--- src/rtl/riscv_pkg.sv ---
// Shared RISC-V definitions: load/store funct3 encodings and access-size helpers.
package riscv_pkg;

    localparam logic [2:0] F3_B  = 3'b000;
    localparam logic [2:0] F3_H  = 3'b001;
    localparam logic [2:0] F3_W  = 3'b010;
    localparam logic [2:0] F3_D  = 3'b011;
    localparam logic [2:0] F3_BU = 3'b100;
    localparam logic [2:0] F3_HU = 3'b101;
    localparam logic [2:0] F3_WU = 3'b110;

    typedef enum logic [1:0] {
        SZ_B = 2'd0,
        SZ_H = 2'd1,
        SZ_W = 2'd2,
        SZ_D = 2'd3
    } size_t;

    function automatic size_t f3_size(input logic [2:0] funct3);
        return size_t'(funct3[1:0]);
    endfunction

    function automatic logic is_misaligned(input logic [2:0] funct3, input logic [2:0] addr_lo);
        case (f3_size(funct3))
            SZ_H:    return addr_lo[0];
            SZ_W:    return |addr_lo[1:0];
            SZ_D:    return |addr_lo;
            default: return 1'b0;
        endcase
    endfunction

endpackage

--- src/rtl/lsu_align.sv ---
// Combinational lane logic: request side (misalign, byte enables, store shift)
// and response side (load extract and sign/zero extension).
module lsu_align
    import riscv_pkg::*;
(
    input  logic [2:0]  req_funct3,
    input  logic [2:0]  req_addr_lo,
    input  logic [63:0] store_data,
    output logic        misalign,
    output logic [7:0]  be,
    output logic [63:0] wdata,
    input  logic [2:0]  rsp_funct3,
    input  logic [2:0]  rsp_addr_lo,
    input  logic [63:0] rdata,
    output logic [63:0] load_data
);

    logic [7:0]  size_mask;
    logic [63:0] rdata_shifted;
    logic        zext;

    assign misalign = is_misaligned(req_funct3, req_addr_lo);

    always_comb begin
        size_mask = 8'h01;
        case (f3_size(req_funct3))
            SZ_B: size_mask = 8'h01;
            SZ_H: size_mask = 8'h03;
            SZ_W: size_mask = 8'h0F;
            SZ_D: size_mask = 8'hFF;
            default: size_mask = 8'h01;
        endcase
    end

    assign be    = size_mask << req_addr_lo;
    assign wdata = store_data << {req_addr_lo, 3'b000};

    assign rdata_shifted = rdata >> {rsp_addr_lo, 3'b000};
    assign zext          = rsp_funct3[2];

    always_comb begin
        load_data = rdata_shifted;
        case (f3_size(rsp_funct3))
            SZ_B: load_data = {{56{~zext & rdata_shifted[7]}},  rdata_shifted[7:0]};
            SZ_H: load_data = {{48{~zext & rdata_shifted[15]}}, rdata_shifted[15:0]};
            SZ_W: load_data = {{32{~zext & rdata_shifted[31]}}, rdata_shifted[31:0]};
            SZ_D: load_data = rdata_shifted;
            default: load_data = rdata_shifted;
        endcase
    end

endmodule

--- src/rtl/mem_stage.sv ---
// Memory-access pipeline stage: one data-memory transaction per instruction,
// load alignment/extension, and a valid/ready write-back result.
//
// state | meaning
// IDLE  | empty, accepting
// REQ   | dmem_req_o held until gnt
// WAIT  | load granted, waiting for rvalid
// DONE  | result presented downstream
// DRAIN | flushed load, discarding its rvalid
module mem_stage
    import riscv_pkg::*;
#(
    parameter bit ClearDataOnReset = 1'b0,
    parameter int RdWidth          = 5
) (
    input  logic               clk_i,
    input  logic               reset_i,
    input  logic               flush_i,
    input  logic               valid_i,
    output logic               ready_o,
    input  logic [63:0]        result_i,
    input  logic [63:0]        store_data_i,
    input  logic [2:0]         funct3_i,
    input  logic [RdWidth-1:0] rd_i,
    input  logic               RegWrite_i,
    input  logic               MemWrite_i,
    input  logic               MemRead_i,
    output logic               dmem_req_o,
    input  logic               dmem_gnt_i,
    output logic               dmem_we_o,
    output logic [63:0]        dmem_addr_o,
    output logic [7:0]         dmem_be_o,
    output logic [63:0]        dmem_wdata_o,
    input  logic               dmem_rvalid_i,
    input  logic [63:0]        dmem_rdata_i,
    output logic               valid_o,
    input  logic               ready_i,
    output logic [63:0]        wb_data_o,
    output logic [RdWidth-1:0] rd_o,
    output logic               RegWrite_o,
    output logic               misalign_o
);

    typedef enum logic [2:0] {
        IDLE  = 3'd0,
        REQ   = 3'd1,
        WAIT  = 3'd2,
        DONE  = 3'd3,
        DRAIN = 3'd4
    } state_t;

    state_t state_q, state_d;

    logic [63:0]        addr_q;
    logic [2:0]         funct3_q;
    logic               we_q;
    logic [7:0]         be_q;
    logic [63:0]        wdata_q;
    logic [63:0]        wb_data_q;
    logic [RdWidth-1:0] rd_q;
    logic               regwrite_q;
    logic               misalign_q;

    logic               in_mem;
    logic               in_misalign_raw;
    logic               in_misalign;
    logic [7:0]         in_be;
    logic [63:0]        in_wdata;
    logic [63:0]        load_data;
    logic               capture;
    logic               load_latch;
    state_t             capture_state;

    lsu_align u_lsu_align (
        .req_funct3  (funct3_i),
        .req_addr_lo (result_i[2:0]),
        .store_data  (store_data_i),
        .misalign    (in_misalign_raw),
        .be          (in_be),
        .wdata       (in_wdata),
        .rsp_funct3  (funct3_q),
        .rsp_addr_lo (addr_q[2:0]),
        .rdata       (dmem_rdata_i),
        .load_data   (load_data)
    );

    assign in_mem        = MemRead_i | MemWrite_i;
    assign in_misalign   = in_mem & in_misalign_raw;
    assign capture_state = (in_mem && !in_misalign) ? REQ : DONE;

    always_comb begin
        state_d    = state_q;
        capture    = 1'b0;
        ready_o    = 1'b0;
        load_latch = 1'b0;
        case (state_q)
            IDLE: begin
                ready_o = 1'b1;
                if (flush_i) begin
                    state_d = IDLE;
                end else if (valid_i) begin
                    capture = 1'b1;
                    state_d = capture_state;
                end
            end
            REQ: begin
                // A granted store has already reached memory, so a flush only drops it here.
                if (dmem_gnt_i) begin
                    if (flush_i) state_d = we_q ? IDLE : DRAIN;
                    else         state_d = we_q ? DONE : WAIT;
                end else if (flush_i) begin
                    state_d = IDLE;
                end
            end
            WAIT: begin
                if (dmem_rvalid_i) begin
                    load_latch = ~flush_i;
                    state_d    = flush_i ? IDLE : DONE;
                end else if (flush_i) begin
                    state_d = DRAIN;
                end
            end
            DONE: begin
                ready_o = ready_i;
                if (flush_i) begin
                    state_d = IDLE;
                end else if (ready_i) begin
                    if (valid_i) begin
                        capture = 1'b1;
                        state_d = capture_state;
                    end else begin
                        state_d = IDLE;
                    end
                end
            end
            DRAIN: begin
                if (dmem_rvalid_i) state_d = IDLE;
            end
            default: state_d = IDLE;
        endcase
    end

    always_ff @(posedge clk_i) begin
        if (reset_i) state_q <= IDLE;
        else         state_q <= state_d;
    end

    always_ff @(posedge clk_i) begin
        if (capture) begin
            addr_q   <= result_i;
            funct3_q <= funct3_i;
            we_q     <= MemWrite_i;
            be_q     <= in_be;
            wdata_q  <= in_wdata;
        end
    end

    always_ff @(posedge clk_i) begin
        if (reset_i) begin
            regwrite_q <= 1'b0;
            misalign_q <= 1'b0;
            if (ClearDataOnReset) begin
                wb_data_q <= '0;
                rd_q      <= '0;
            end
        end else if (capture) begin
            wb_data_q  <= result_i;
            rd_q       <= rd_i;
            regwrite_q <= RegWrite_i & ~in_misalign;
            misalign_q <= in_misalign;
        end else if (load_latch) begin
            wb_data_q <= load_data;
        end
    end

    assign dmem_req_o   = (state_q == REQ);
    assign dmem_we_o    = we_q;
    assign dmem_addr_o  = {addr_q[63:3], 3'b000};
    assign dmem_be_o    = be_q;
    assign dmem_wdata_o = wdata_q;

    assign valid_o    = (state_q == DONE);
    assign wb_data_o  = wb_data_q;
    assign rd_o       = rd_q;
    assign RegWrite_o = regwrite_q;
    assign misalign_o = misalign_q;

endmodule
--- config.mk ---
export PLATFORM = sky130hd
export DESIGN_NAME = mem_stage
export DESIGN_NICKNAME = d
export VERILOG_FILES = /design/src/rtl/riscv_pkg.sv /design/src/rtl/lsu_align.sv /design/src/rtl/mem_stage.sv
export SDC_FILE = /design/constraint.sdc
export NUM_CORES = 1
export LEC_CHECK = 0
export ABC_CLOCK_PERIOD_IN_PS = 5900
export CORE_MARGIN = 3
export CORE_UTILIZATION = 25
export CTS_CLUSTER_SIZE = 28
export DETAILED_ROUTE_END_ITERATION = 16
export GPL_TIMING_DRIVEN = 0
export PLACE_DENSITY_LB_ADDON = 0.08
export RECOVER_POWER = 100
export SYNTH_ARGS = -nofsm -noshare
export SYNTH_HDL_FRONTEND = slang
export SYNTH_SLANG_ARGS = --single-unit
--- constraint.sdc ---
create_clock -name clk_i -period 5.9 [get_ports clk_i]
set_clock_uncertainty 0.15 [all_clocks]
set_input_delay 0.59 -clock clk_i [delete_from_list [all_inputs] [get_ports clk_i]]
set_output_delay 0.59 -clock clk_i [all_outputs]
set_load 0.01 [all_outputs]
==> results of run 1 <==
## metrics by stage
stage	hold slack, ps	utilization	setup WS, ps	setup TNS [ps]	power [W]
3_5_place_dp	305	0.365	1730	0	0.00270
6_report	305	0.382	1890	0	0.00421
5_1_grt	340	0.382	1570	0	0.00440
3_3_place_gp	290	0.362	-3370	-633520	0.00272
2_1_floorplan	320	-	94.0	0	0.00225
4_1_cts	315	0.383	2300	0	0.00432
## how the worst max path moves through the flow
stage	from	endpoint	slack, ps	depth (start not counted)
after floorplan	ready_i	addr_q[0]	90	4
after global placement	ready_i	wb_data_o[7]	-3370	7
after detailed placement	ready_i	wb_data_o[32]	1730	7
after CTS	ready_i	wb_data_o[30]	2300	7
after global routing	ready_i	wb_data_o[10]	1570	8
final	ready_i	wb_data_o[46]	1890	7
## layer usage
metal / part of all wire / GRT usage / wire (um) / vias up
li1: - / - / - / 4422
met1: 0.43 / 0.253 / 21000 / 4624
met2: 0.46 / 0.299 / 22300 / 389
met3: 0.078 / 0.0575 / 3750 / 81
met4: 0.025 / 0.0607 / 1210 / 16
met5: 0.0019 / 0 / 90 / -
## registers in the layout, indices dropped and copies added, names as in the netlist, 3 cells and up
register,count
dmem_be_o,8
addr_q,64
state_q,3
dmem_wdata_o,64
wb_data_o,64
rd_o,5
funct3_q,3
## worst max-delay path, cell delays in order
cell	delay [ps]
dlygate4sd3_1	560
and3_1	220
o211ai_1	880
clkbuf_1	660
clkbuf_1	580
a21oi_4	330
buf_12	260
## power groups by stage
stage                     clock (W)  combinational, W  sequential [W]
final                       0.00158          0.000828         0.00180
after global routing        0.00170          0.000894         0.00180
after CTS                   0.00164          0.000877         0.00180
after detailed placement          0          0.000873         0.00183
after global placement            0          0.000865         0.00185
after floorplan                   0          0.000377         0.00187
## cell usage in the layout (no fill, tap or decap), types with 4 or more instances in the layout
| cell | n |
|---|---|
| dlygate4sd3_1 | 282 |
| edfxtp_1 | 209 |
| clkdlybuf4s50_1 | 135 |
| nor2_1 | 103 |
| buf_4 | 67 |
| mux2i_1 | 63 |
| clkbuf_1 | 59 |
| a21oi_1 | 50 |
| nand2_1 | 47 |
| nor2b_1 | 45 |
| o21ai_0 | 35 |
| o221a_1 | 32 |
| mux4_2 | 30 |
| mux2_2 | 30 |
| clkbuf_16 | 27 |
| a211oi_1 | 26 |
| o22ai_1 | 25 |
| nand2b_1 | 17 |
| diode_2 | 12 |
| buf_2 | 12 |
| and2_1 | 12 |
| inv_1 | 9 |
| o31ai_1 | 9 |
| a311oi_1 | 7 |
| buf_1 | 6 |
| and2_0 | 6 |
| dfxtp_1 | 5 |
| clkinv_2 | 5 |
| buf_6 | 4 |
## final cells by class
class / count / share of cell area
repair buffers: 421 / 0.244
diodes: 12 / 0.00172
flip-flops and latches: 214 / 0.365
plain buffers: 139 / 0.0471
clock buffers: 38 / 0.0416
multi-input cells: 583 / 0.250
clock inverters: 9 / 0.00530
well taps: 600 / 0.0430
inverters: 10 / 0.00215
## kinds of logic (layout without fill, tap and decap cells)
family / count (synthesis) / count (layout)
and+or+nand+nor: 250 / 250
muxes: 129 / 129
buffers and inverters: 149 / 617
AOI/OAI and AO/OA: 201 / 201
other: 1 / 15
DFF: 214 / 214
==> summary.json, run 1 <==
{
  "wirelength": {"value": 48.4, "unit": "mm"},
  "clock_insertion_delay_worst_skew": {"value": 540, "unit": "ps"},
  "holdBufCountCts": {"value": 0},
  "num-fill-cells": {"value": 4522},
  "combinational_family_with_the_most_area_after_synthesis": {"value": "multiplexers"},
  "worst-r2r-setup-slack": {"value": 2080, "unit": "ps"},
  "finalCritPeriodShare": {"value": 0.680},
  "synth_top_cells_by_area": {"value": "edfxtp_1, mux4_2, mux2i_1"},
  "syn2layout_area_growth": {"value": 50.4, "unit": "%"},
  "cts_root_buf": {"value": "clkbuf_16"},
  "synthDistinctLibCells": {"value": 56},
  "h-tree-depth": {"value": 1},
  "synth-seq-area-share": {"value": 0.549},
  "grt_first_pass_wirelength": {"value": 69.8, "unit": "mm"},
  "critical_register_to_register_path_startpoint": {"value": "state_q[1]"},
  "numClockSinks": {"value": 214},
  "initial_utilization": {"value": 0.254},
  "dp.final_hpwl": {"value": 38.0, "unit": "mm"},
  "synth_adder_area_share": {"value": 0},
  "min_delay_path_depth": {"value": 2},
  "clk_pin_slew": {"value": 60, "unit": "ps"},
  "synth.largest_area_cell": {"value": "edfxtp_1"},
  "worstHoldEndpoint": {"value": "RegWrite_o"},
  "cp_data_required_time": {"value": 6020, "unit": "ps"},
  "post_cts.resized_instances": {"value": 0},
  "run_status": {"value": "complete, no violations"},
  "core_area": {"value": 0.0457, "unit": "mm2"},
  "ys_warn_count": {"value": 0},
  "synth_compound_gate_area_share": {"value": 0.121},
  "swShare": {"value": 0.258},
  "min-delay-path-class": {"value": "reg -> reg"},
  "vdd.ir_drop.worst": {"value": 0.000181, "unit": "V"},
  "drc": {"value": 0},
  "post-route-cell-area": {"value": 0.0175, "unit": "mm2"},
  "power.clock.fraction": {"value": 0.376},
  "syn_inst": {"value": 944},
  "grt_use_total": {"value": 0.190},
  "worstMarginPinSlew": {"value": 1100, "unit": "ps"},
  "max_clock_freq": {"value": 249, "unit": "MHz"},
  "die_area": {"value": 0.0491, "unit": "mm2"},
  "synth_simple_gate_area_share": {"value": 0.104},
  "die_y": {"value": 222, "unit": "um"},
  "slew_headroom": {"value": 0.262},
  "layout.nets": {"value": 1605},
  "synth_mux_area_frac": {"value": 0.149},
  "gr-total-overflow": {"value": 0},
  "largest_net_degree_at_the_start_of_global_routing": {"value": 67},
  "multi_input_area": {"value": 0.00436, "unit": "mm2"},
  "synthesis.area_per_instance": {"value": 12.3, "unit": "um2"},
  "netSwitchingPower": {"value": 0.00109, "unit": "W"},
  "top_cells_by_instance_count_after_synthesis": {"value": "edfxtp_1, nor2_1, buf_4, mux2i_1, a21oi_1"},
  "placedInstanceArea": {"value": 0.0167, "unit": "mm2"},
  "period_minus_slack": {"value": 4010, "unit": "ps"},
  "antenna_violations_before_repair": {"value": 21},
  "yosysMostFrequentCell": {"value": "edfxtp_1"},
  "drtAntennaViolNets": {"value": 0},
  "worst-path-max-fanout": {"value": 28},
  "die_x": {"value": 222, "unit": "um"},
  "cap_viol_max_count": {"value": 0},
  "cts.path.max_buffers": {"value": 3},
  "cell_internal_pwr": {"value": 0.00312, "unit": "W"},
  "post-cts-setup-buffers": {"value": 0},
  "ys.flop_type": {"value": "edfxtp_1"},
  "sequential_cell_area": {"value": 0.00638, "unit": "mm2"},
  "combinationalPowerShare": {"value": 0.197},
  "gp_congestion": {"value": 0.878},
  "p_leak": {"value": 6.27, "unit": "nW"},
  "tritoncts": {"value": "yes"},
  "critical_path_start_type": {"value": "input pin"},
  "via_count_of_the_first_global_routing_pass": {"value": 9741},
  "rsz0062_at_grt": {"value": "false"},
  "total_clock_buffers_created_by_cts": {"value": 26},
  "post_route_cells_drive_above_1_share": {"value": 0.136},
  "setup_viol": {"value": 0},
  "final_hold_vio_count": {"value": 0},
  "synth_enable_flop_cells": {"value": 209},
  "p_per_area": {"value": 241, "unit": "mW/mm2"},
  "r2r_end": {"value": "wb_data_o[46]"},
  "vias_per_cell": {"value": 4.70},
  "route.detailed.wl_per_inst": {"value": 23.9, "unit": "um"},
  "critPathArrivalTime": {"value": 4130, "unit": "ps"},
  "syn_area": {"value": 0.0116, "unit": "mm2"},
  "num_io_pins": {"value": 421},
  "place_inst": {"value": 1967},
  "timing_max_transition_violations_final": {"value": 0},
  "hold_path.startpoint": {"value": "RegWrite_o"},
  "fp-row-count": {"value": 78},
  "type_of_the_worst_setup_path": {"value": "in -> reg"},
  "power.sequential.fraction": {"value": 0.427},
  "io_buffers": {"value": 417},
  "endpoint_kind": {"value": "flip-flop"},
  "synth_largest_type_area_fraction": {"value": 0.541},
  "detailroute.via_count": {"value": 9532},
  "dr.first_iter.drc_count": {"value": 528},
  "xor_and_xnor_fraction_of_the_mapped_netlist_area": {"value": 0},
  "layoutNonFillerInstCount": {"value": 2026},
  "synth.ff_latch_count": {"value": 214},
  "worstRegToRegCells": {"value": 7},
  "drt_pre_antenna_iters": {"value": 5},
  "synth-async-reset-ratio": {"value": 0}
}
Note: power is estimated with default switching activity, not from simulation.
==> run 2: changes to the inputs <==
- ABC_CLOCK_PERIOD_IN_PS: 5900 -> 3400
- clock period: 5.9 -> 3.4 ns (I/O delays scaled with it)
==> summary.json, run 2 (synthesized netlist as in run 1, its figures left out) <==
{
  "run_status": {"value": "complete, no violations", "change": "unchanged"},
  "worst-path-max-fanout": {"value": 10, "change": "was 28"},
  "fp-row-count": {"value": 78, "change": "unchanged"},
  "highest_count_cells_in_the_layout_ignoring_fill_and_taps": {"value": "dlygate4sd3_1, edfxtp_1, clkdlybuf4s50_1, nor2_1, buf_4", "change": "unchanged"},
  "rsz0062_at_grt": {"value": "false", "change": "unchanged"},
  "num_io_pins": {"value": 421, "change": "unchanged"},
  "syn2layout_area_growth": {"value": 50.1, "unit": "%", "change": "was 50.4%"},
  "num-fill-cells": {"value": 4537, "change": "was 4522"},
  "cap_viol_max_count": {"value": 0, "change": "unchanged"},
  "endpoint_kind": {"value": "flip-flop", "change": "unchanged"},
  "drt_pre_antenna_iters": {"value": 4, "change": "was 5"},
  "grt_util_met2": {"value": 0.301, "change": "was 0.299"},
  "die_x": {"value": 222, "unit": "um", "change": "unchanged"},
  "post_route_cells_drive_above_1_share": {"value": 0.142, "change": "was 0.136"},
  "io_buffers": {"value": 417, "change": "unchanged"},
  "layout.cells.most_common": {"value": "dlygate4sd3_1", "change": "unchanged"},
  "layoutNonFillerInstCount": {"value": 2032, "change": "was 2026"},
  "layer_with_the_highest_usage_after_global_routing": {"value": "met2", "change": "unchanged"},
  "grt_first_pass_wirelength": {"value": 69.4, "unit": "mm", "change": "was 69.8 mm"},
  "critPathArrivalTime": {"value": 3390, "unit": "ps", "change": "was 4130 ps"},
  "vias_per_cell": {"value": 4.75, "change": "was 4.70"},
  "setup_viol": {"value": 0, "change": "unchanged"},
  "antenna_violations_before_repair": {"value": 17, "change": "was 21"},
  "type_of_the_worst_setup_path": {"value": "in -> reg", "change": "unchanged"},
  "largest_net_degree_at_the_start_of_global_routing": {"value": 80, "change": "was 67"},
  "min-delay-path-class": {"value": "in -> reg", "change": "was reg -> reg"},
  "route.detailed.wl_per_inst": {"value": 23.8, "unit": "um", "change": "was 23.9 um"},
  "grt_use_total": {"value": 0.190, "change": "about the same"},
  "placedInstanceArea": {"value": 0.0166, "unit": "mm2", "change": "was 0.0167 mm2"},
  "detailroute.via_count": {"value": 9643, "change": "was 9532"},
  "total_clock_buffers_created_by_cts": {"value": 26, "change": "unchanged"},
  "dp.final_hpwl": {"value": 37.9, "unit": "mm", "change": "was 38.0 mm"},
  "initial_utilization": {"value": 0.254, "change": "unchanged"},
  "vdd.ir_drop.worst": {"value": 0.000280, "unit": "V", "change": "was 0.000181 V"},
  "finalCritPeriodShare": {"value": 0.970},
  "p_per_area": {"value": 407, "unit": "mW/mm2", "change": "was 241 mW/mm2"},
  "slew_headroom": {"value": 0.280, "change": "was 0.262"},
  "wirelength": {"value": 48.5, "unit": "mm", "change": "was 48.4 mm"},
  "place_inst": {"value": 1966, "change": "was 1967"},
  "h-tree-depth": {"value": 1, "change": "unchanged"},
  "core_area": {"value": 0.0457, "unit": "mm2", "change": "unchanged"},
  "layout.nets": {"value": 1612, "change": "was 1605"},
  "cts_root_buf": {"value": "clkbuf_16", "change": "unchanged"},
  "drtAntennaViolNets": {"value": 0, "change": "unchanged"},
  "dr.first_iter.drc_count": {"value": 507, "change": "was 528"},
  "cp_data_required_time": {"value": 3490, "unit": "ps", "change": "was 6020 ps"},
  "period_minus_slack": {"value": 3300, "unit": "ps"},
  "grt.met1_usage": {"value": 0.255, "change": "was 0.253"},
  "critical_path_start_type": {"value": "input pin", "change": "unchanged"},
  "tritoncts": {"value": "yes", "change": "unchanged"},
  "cts.path.max_buffers": {"value": 3, "change": "unchanged"},
  "max_clock_freq": {"value": 303, "unit": "MHz"},
  "gp_congestion": {"value": 0.897, "change": "was 0.878"},
  "holdBufCountCts": {"value": 0, "change": "unchanged"},
  "gr-total-overflow": {"value": 0, "change": "unchanged"},
  "clock_insertion_delay_worst_skew": {"value": 550, "unit": "ps", "change": "was 540 ps"},
  "numClockSinks": {"value": 214, "change": "unchanged"},
  "grt_use_met3": {"value": 0.0534, "change": "was 0.0575"},
  "post-route-cell-area": {"value": 0.0174, "unit": "mm2", "change": "was 0.0175 mm2"},
  "die_y": {"value": 222, "unit": "um", "change": "unchanged"},
  "die_area": {"value": 0.0491, "unit": "mm2", "change": "unchanged"},
  "final_hold_vio_count": {"value": 0, "change": "unchanged"},
  "p_leak": {"value": 6.28, "unit": "nW", "change": "was 6.27 nW"},
  "drc": {"value": 0, "change": "unchanged"},
  "timing_max_transition_violations_final": {"value": 0, "change": "unchanged"},
  "worstMarginPinSlew": {"value": 1080, "unit": "ps", "change": "was 1100 ps"},
  "clk_pin_slew": {"value": 50, "unit": "ps", "change": "was 60 ps"},
  "via_count_of_the_first_global_routing_pass": {"value": 9739, "change": "was 9741"}
}
==> run 2: power by group <==
part           total, W  internal (W)  leakage, nW  switching (W)
clock network   0.00254       0.00144        0.377        0.00110
logic           0.00144      0.000704         3.90       0.000733
registers       0.00312       0.00309         2.00      0.0000337
==> run 2: layout make-up <==
class                      count  area, um2  area share
clock buffer                  33        698      0.0401
tap                          600        751      0.0431
buffer                       139        818      0.0470
timing repair buffer         428       4300       0.247
multi-input combinational    583       4350       0.250
clock inverter                13       57.6     0.00330
antenna                       12       30.0     0.00172
inverter                      10       38.8     0.00223
sequential                   214       6380       0.366
==> run 2: routing by layer <==
metal / part of all wire / routed length, um
met1: 0.44 / 21100
met2: 0.46 / 22200
met3: 0.076 / 3690
met4: 0.030 / 1430
met5: 0.0013 / 62
==> run 2: path summary, 6_finish.rpt <==
path         slack, ps   startpoint               end  cells after the start
min reg2reg        310   RegWrite_o        RegWrite_o                      2
min                240   RegWrite_i        RegWrite_o                      3
max                100  result_i[1]  dmem_wdata_o[42]                      6
max reg2reg        180    addr_q[0]     wb_data_o[13]                      8
==> run 2: through the flow <==
| step | setup TNS, ps | setup slack [ps] | hold slack (ps) | power [W] | utilization |
|---|---|---|---|---|---|
| after floorplan | 0 | 444 | 259 | 0.00388 | - |
| after global placement | -225920 | -1330 | 289 | 0.00469 | 0.363 |
| after detailed placement | -55010 | -540 | 308 | 0.00469 | 0.364 |
| after CTS | 0 | 22.3 | 158 | 0.00728 | 0.381 |
| after global routing | 0 | 12.5 | 236 | 0.00742 | 0.381 |
| final | 0 | 101 | 239 | 0.00709 | 0.382 |
==> run 2: what timing repair did <==
action,in CTS,in global routing
pin swaps,0,1
endpoints found under the setup margin,51,49
buffers inserted,0,8
gates cloned,0,0
gates resized for setup,2,0
==> run 2: worst max-delay path: stages <==
cell           delay (ps)
dlygate4sd3_1         540
clkbuf_1              410
clkbuf_1              630
buf_1                 610
clkbuf_1              600
o22ai_1               260
==> run 3: changes to the inputs <==
- SYNTH_HIERARCHICAL: unset -> 1
==> summary.json, run 3 <==
{
  "drc": {"value": 0, "change": "unchanged"},
  "cts_root_buf": {"value": "clkbuf_16", "change": "unchanged"},
  "slew_headroom": {"value": 0.323, "change": "was 0.280"},
  "min_delay_path_depth": {"value": 3, "change": "unchanged"},
  "final_hold_vio_count": {"value": 0, "change": "unchanged"},
  "cts.path.max_buffers": {"value": 3, "change": "unchanged"},
  "h-tree-depth": {"value": 1, "change": "unchanged"},
  "total_clock_buffers_created_by_cts": {"value": 27, "change": "was 26"},
  "swShare": {"value": 0.255, "change": "was 0.263"},
  "largest_net_degree_at_the_start_of_global_routing": {"value": 39, "change": "was 80"},
  "max_clock_freq": {"value": 329, "unit": "MHz", "change": "was 303 MHz"},
  "post_route_cells_drive_above_1_share": {"value": 0.215, "change": "was 0.142"},
  "fp-row-count": {"value": 79, "change": "was 78"},
  "syn_inst": {"value": 906, "change": "was 944"},
  "rsz0062_at_grt": {"value": "false", "change": "unchanged"},
  "grt_use_total": {"value": 0.189, "change": "was 0.190"},
  "path_cells": {"value": "mux2i_1 -> nand3_1 -> nand4_1 -> clkbuf_1 -> clkbuf_1 -> nand4_1 -> mux2_2", "change": "was dlygate4sd3_1 -> clkbuf_1 -> clkbuf_1 -> buf_1 -> clkbuf_1 -> o22ai_1"},
  "critPathArrivalTime": {"value": 3200, "unit": "ps", "change": "was 3390 ps"},
  "initial_utilization": {"value": 0.256, "change": "was 0.254"},
  "synthDistinctLibCells": {"value": 49, "change": "was 56"},
  "gp_congestion": {"value": 0.830, "change": "was 0.897"},
  "final_worst_path_setup_slack": {"value": 356, "unit": "ps", "change": "was 101 ps"},
  "endpoint_kind": {"value": "flip-flop", "change": "unchanged"},
  "gr-total-overflow": {"value": 0, "change": "unchanged"},
  "die_y": {"value": 225, "unit": "um", "change": "was 222 um"},
  "master_of_the_slowest_instance_on_the_critical_path": {"value": "edfxtp_1", "change": "was clkbuf_1"},
  "ys_warn_count": {"value": 6, "change": "was 0"},
  "synth.largest_area_cell": {"value": "edfxtp_1", "change": "unchanged"},
  "core_area": {"value": 0.0471, "unit": "mm2", "change": "was 0.0457 mm2"},
  "highest_count_cells_in_the_layout_ignoring_fill_and_taps": {"value": "dlygate4sd3_1, edfxtp_1, clkdlybuf4s50_1, mux2_2, buf_4", "change": "was dlygate4sd3_1, edfxtp_1, clkdlybuf4s50_1, nor2_1, buf_4"},
  "dr.first_iter.drc_count": {"value": 607, "change": "was 507"},
  "synth_top_cells_by_area": {"value": "edfxtp_1, mux2_2, mux4_2", "change": "was edfxtp_1, mux4_2, mux2i_1"},
  "cp_data_required_time": {"value": 3560, "unit": "ps", "change": "was 3490 ps"},
  "post-cts-setup-buffers": {"value": 0, "change": "unchanged"},
  "critical_path.n_buffers_inverters": {"value": 2, "change": "was 5"},
  "die_area": {"value": 0.0508, "unit": "mm2", "change": "was 0.0491 mm2"},
  "io_buffers": {"value": 417, "change": "unchanged"},
  "num_io_pins": {"value": 421, "change": "unchanged"},
  "min-delay-path-class": {"value": "in -> reg", "change": "unchanged"},
  "netSwitchingPower": {"value": 0.00191, "unit": "W", "change": "was 0.00187 W"},
  "critical_path_cell_count": {"value": 7, "change": "was 6"},
  "synth_enable_flop_cells": {"value": 209, "change": "unchanged"},
  "layout.nets": {"value": 1570, "change": "was 1612"},
  "layout.cells.most_common": {"value": "dlygate4sd3_1", "change": "unchanged"},
  "top_cells_by_instance_count_after_synthesis": {"value": "edfxtp_1, mux2_2, buf_4, mux2i_1, nand2_1", "change": "was edfxtp_1, nor2_1, buf_4, mux2i_1, a21oi_1"},
  "synthesis.area_per_instance": {"value": 13.3, "unit": "um2", "change": "was 12.3 um2"},
  "setup_viol": {"value": 0, "change": "unchanged"},
  "syn_area": {"value": 0.0120, "unit": "mm2", "change": "was 0.0116 mm2"},
  "power.clock.fraction": {"value": 0.392, "change": "was 0.358"},
  "vdd.ir_drop.worst": {"value": 0.000361, "unit": "V", "change": "was 0.000280 V"},
  "critical_path.top_delay_family": {"value": "buffers and inverters", "change": "unchanged"},
  "worstRegToRegCells": {"value": 7, "change": "was 8"},
  "power.sequential.fraction": {"value": 0.415, "change": "was 0.440"},
  "route.detailed.wl_per_inst": {"value": 24.9, "unit": "um", "change": "was 23.8 um"},
  "clock_insertion_delay_worst_skew": {"value": 570, "unit": "ps", "change": "was 550 ps"},
  "via_count_of_the_first_global_routing_pass": {"value": 10100, "change": "was 9739"},
  "yosysMostFrequentCell": {"value": "edfxtp_1", "change": "unchanged"},
  "num-fill-cells": {"value": 4670, "change": "was 4537"},
  "worst-path-max-fanout": {"value": 10, "change": "unchanged"},
  "place_inst": {"value": 1938, "change": "was 1966"},
  "critical_path_start_type": {"value": "flip-flop", "change": "was input pin"},
  "detailroute.via_count": {"value": 9422, "change": "was 9643"},
  "cap_viol_max_count": {"value": 0, "change": "unchanged"},
  "cell_internal_pwr": {"value": 0.00559, "unit": "W", "change": "was 0.00523 W"},
  "num_antenna_cells": {"value": 0, "change": "was 12"},
  "worstMarginPinSlew": {"value": 1010, "unit": "ps", "change": "was 1080 ps"},
  "post_cts.resized_instances": {"value": 0, "change": "was 2"},
  "p_per_area": {"value": 419, "unit": "mW/mm2", "change": "was 407 mW/mm2"},
  "ys.flop_type": {"value": "edfxtp_1", "change": "unchanged"},
  "combinationalPowerShare": {"value": 0.192, "change": "was 0.203"},
  "drtAntennaViolNets": {"value": 0, "change": "unchanged"},
  "run_status": {"value": "complete, no violations", "change": "unchanged"},
  "period_minus_slack": {"value": 3040, "unit": "ps", "change": "was 3300 ps"},
  "preCtsSetupSlack": {"value": 24.2, "unit": "ps", "change": "was -540 ps"},
  "grt_first_pass_wirelength": {"value": 70.5, "unit": "mm", "change": "was 69.4 mm"},
  "synth.ff_latch_count": {"value": 214, "change": "unchanged"},
  "totalNegativeSetupSlack": {"value": 0, "unit": "ps", "change": "unchanged"},
  "p_leak": {"value": 6.62, "unit": "nW", "change": "was 6.28 nW"},
  "holdBufCountCts": {"value": 0, "change": "unchanged"},
  "tritoncts": {"value": "yes", "change": "unchanged"},
  "type_of_the_worst_setup_path": {"value": "reg -> reg", "change": "was in -> reg"},
  "drt_pre_antenna_iters": {"value": 5, "change": "was 4"},
  "numClockSinks": {"value": 214, "change": "unchanged"},
  "finalCritPeriodShare": {"value": 0.895, "change": "was 0.970"},
  "vias_per_cell": {"value": 4.74, "change": "was 4.75"},
  "synth-seq-area-share": {"value": 0.530, "change": "was 0.549"},
  "wirelength": {"value": 49.5, "unit": "mm", "change": "was 48.5 mm"},
  "layoutNonFillerInstCount": {"value": 1988, "change": "was 2032"},
  "timing_max_transition_violations_final": {"value": 0, "change": "unchanged"},
  "clk_pin_slew": {"value": 60, "unit": "ps", "change": "was 50 ps"},
  "synth-async-reset-ratio": {"value": 0, "change": "unchanged"},
  "critical_path.max_stage_delay": {"value": 490, "unit": "ps", "change": "was 630 ps"},
  "die_x": {"value": 225, "unit": "um", "change": "was 222 um"},
  "syn2layout_area_growth": {"value": 49.0, "unit": "%", "change": "was 50.1%"},
  "synth_largest_type_area_fraction": {"value": 0.522, "change": "was 0.541"},
  "overall_power": {"value": 0.00750, "unit": "W", "change": "was 0.00709 W"},
  "dp.final_hpwl": {"value": 38.7, "unit": "mm", "change": "was 37.9 mm"},
  "antenna_violations_before_repair": {"value": 4, "change": "was 17"},
  "finalHoldWorstSlack": {"value": 234, "unit": "ps", "change": "was 239 ps"}
}
-- run 3: cell count changes after synthesis, moves of 11 or more --
cell	delta
mux2_2	+62
a21oi_1	-18
clkbuf_1	-29
o221a_1	-32
mux4_2	+13
buf_2	+11
o2111ai_1	+16
nor2_1	-50
nor2b_1	-36
nand4_1	+26
a211oi_1	-23
buf_4	+14
-- run 3: cells by family (layout without fill, tap and decap cells) --
kind of cell	Yosys count	after routing	share of synthesized area
AO/OA/AOI/OAI	125	125	0.0678
buffers and inverters	148	621	0.0822
flip-flops	214	214	0.530
multiplexers	214	214	0.235
other	1	3	0.000312
AND/OR/NAND/NOR	204	204	0.0842
-- run 3: layout make-up --
class	count	area [um2]	share of cell area
plain buffers	135	921	0.0514
clock buffers	37	713	0.0398
clock inverters	13	180	0.0101
inverters	13	52.6	0.00293
multi-input cells	546	4650	0.260
flip-flops and latches	214	6380	0.356
well taps	607	759	0.0424
repair buffers	423	4260	0.238
-- run 3: power by group through the flow --
stage / Sequential [W] / Combinational [W] / Clock, W
4_1_cts: 0.00312 / 0.00155 / 0.00305
3_5_place_dp: 0.00317 / 0.00154 / 0
5_1_grt: 0.00313 / 0.00155 / 0.00314
3_3_place_gp: 0.00319 / 0.00152 / 0
6_report: 0.00311 / 0.00144 / 0.00294
2_1_floorplan: 0.00322 / 0.000669 / 0
-- run 3: layer usage --
| metal | track usage | up-vias | wire, um |
|---|---|---|---|
| li1 | - | 4332 | - |
| met1 | 0.224 | 4657 | 19200 |
| met2 | 0.342 | 366 | 25500 |
| met3 | 0.0496 | 59 | 3620 |
| met4 | 0.0461 | 8 | 1030 |
| met5 | 0 | - | 53 |
-- run 3: stage by stage --
stage	cell area, um2	util
3_5_place_dp	17100	0.364
2_1_floorplan	12000	-
6_report	17900	0.381
5_1_grt	17900	0.381
3_3_place_gp	17000	0.361
4_1_cts	18000	0.383
-- run 3: final timing paths --
kind / slack, ps / startpoint / to
hold reg to reg: 330 / RegWrite_o / RegWrite_o
hold / removal: 230 / RegWrite_i / RegWrite_o
setup reg to reg: 360 / addr_q[1] / wb_data_o[41]
setup / recovery: 360 / addr_q[1] / wb_data_o[41]
-- run 3: worst reg2reg max path, delay by kind of cell, from the launching register on --
family	cells	cell delay, ps
multiplexers	2	760
buffers and inverters	2	860
AND/OR/NAND/NOR	3	550
flip-flops	1	490
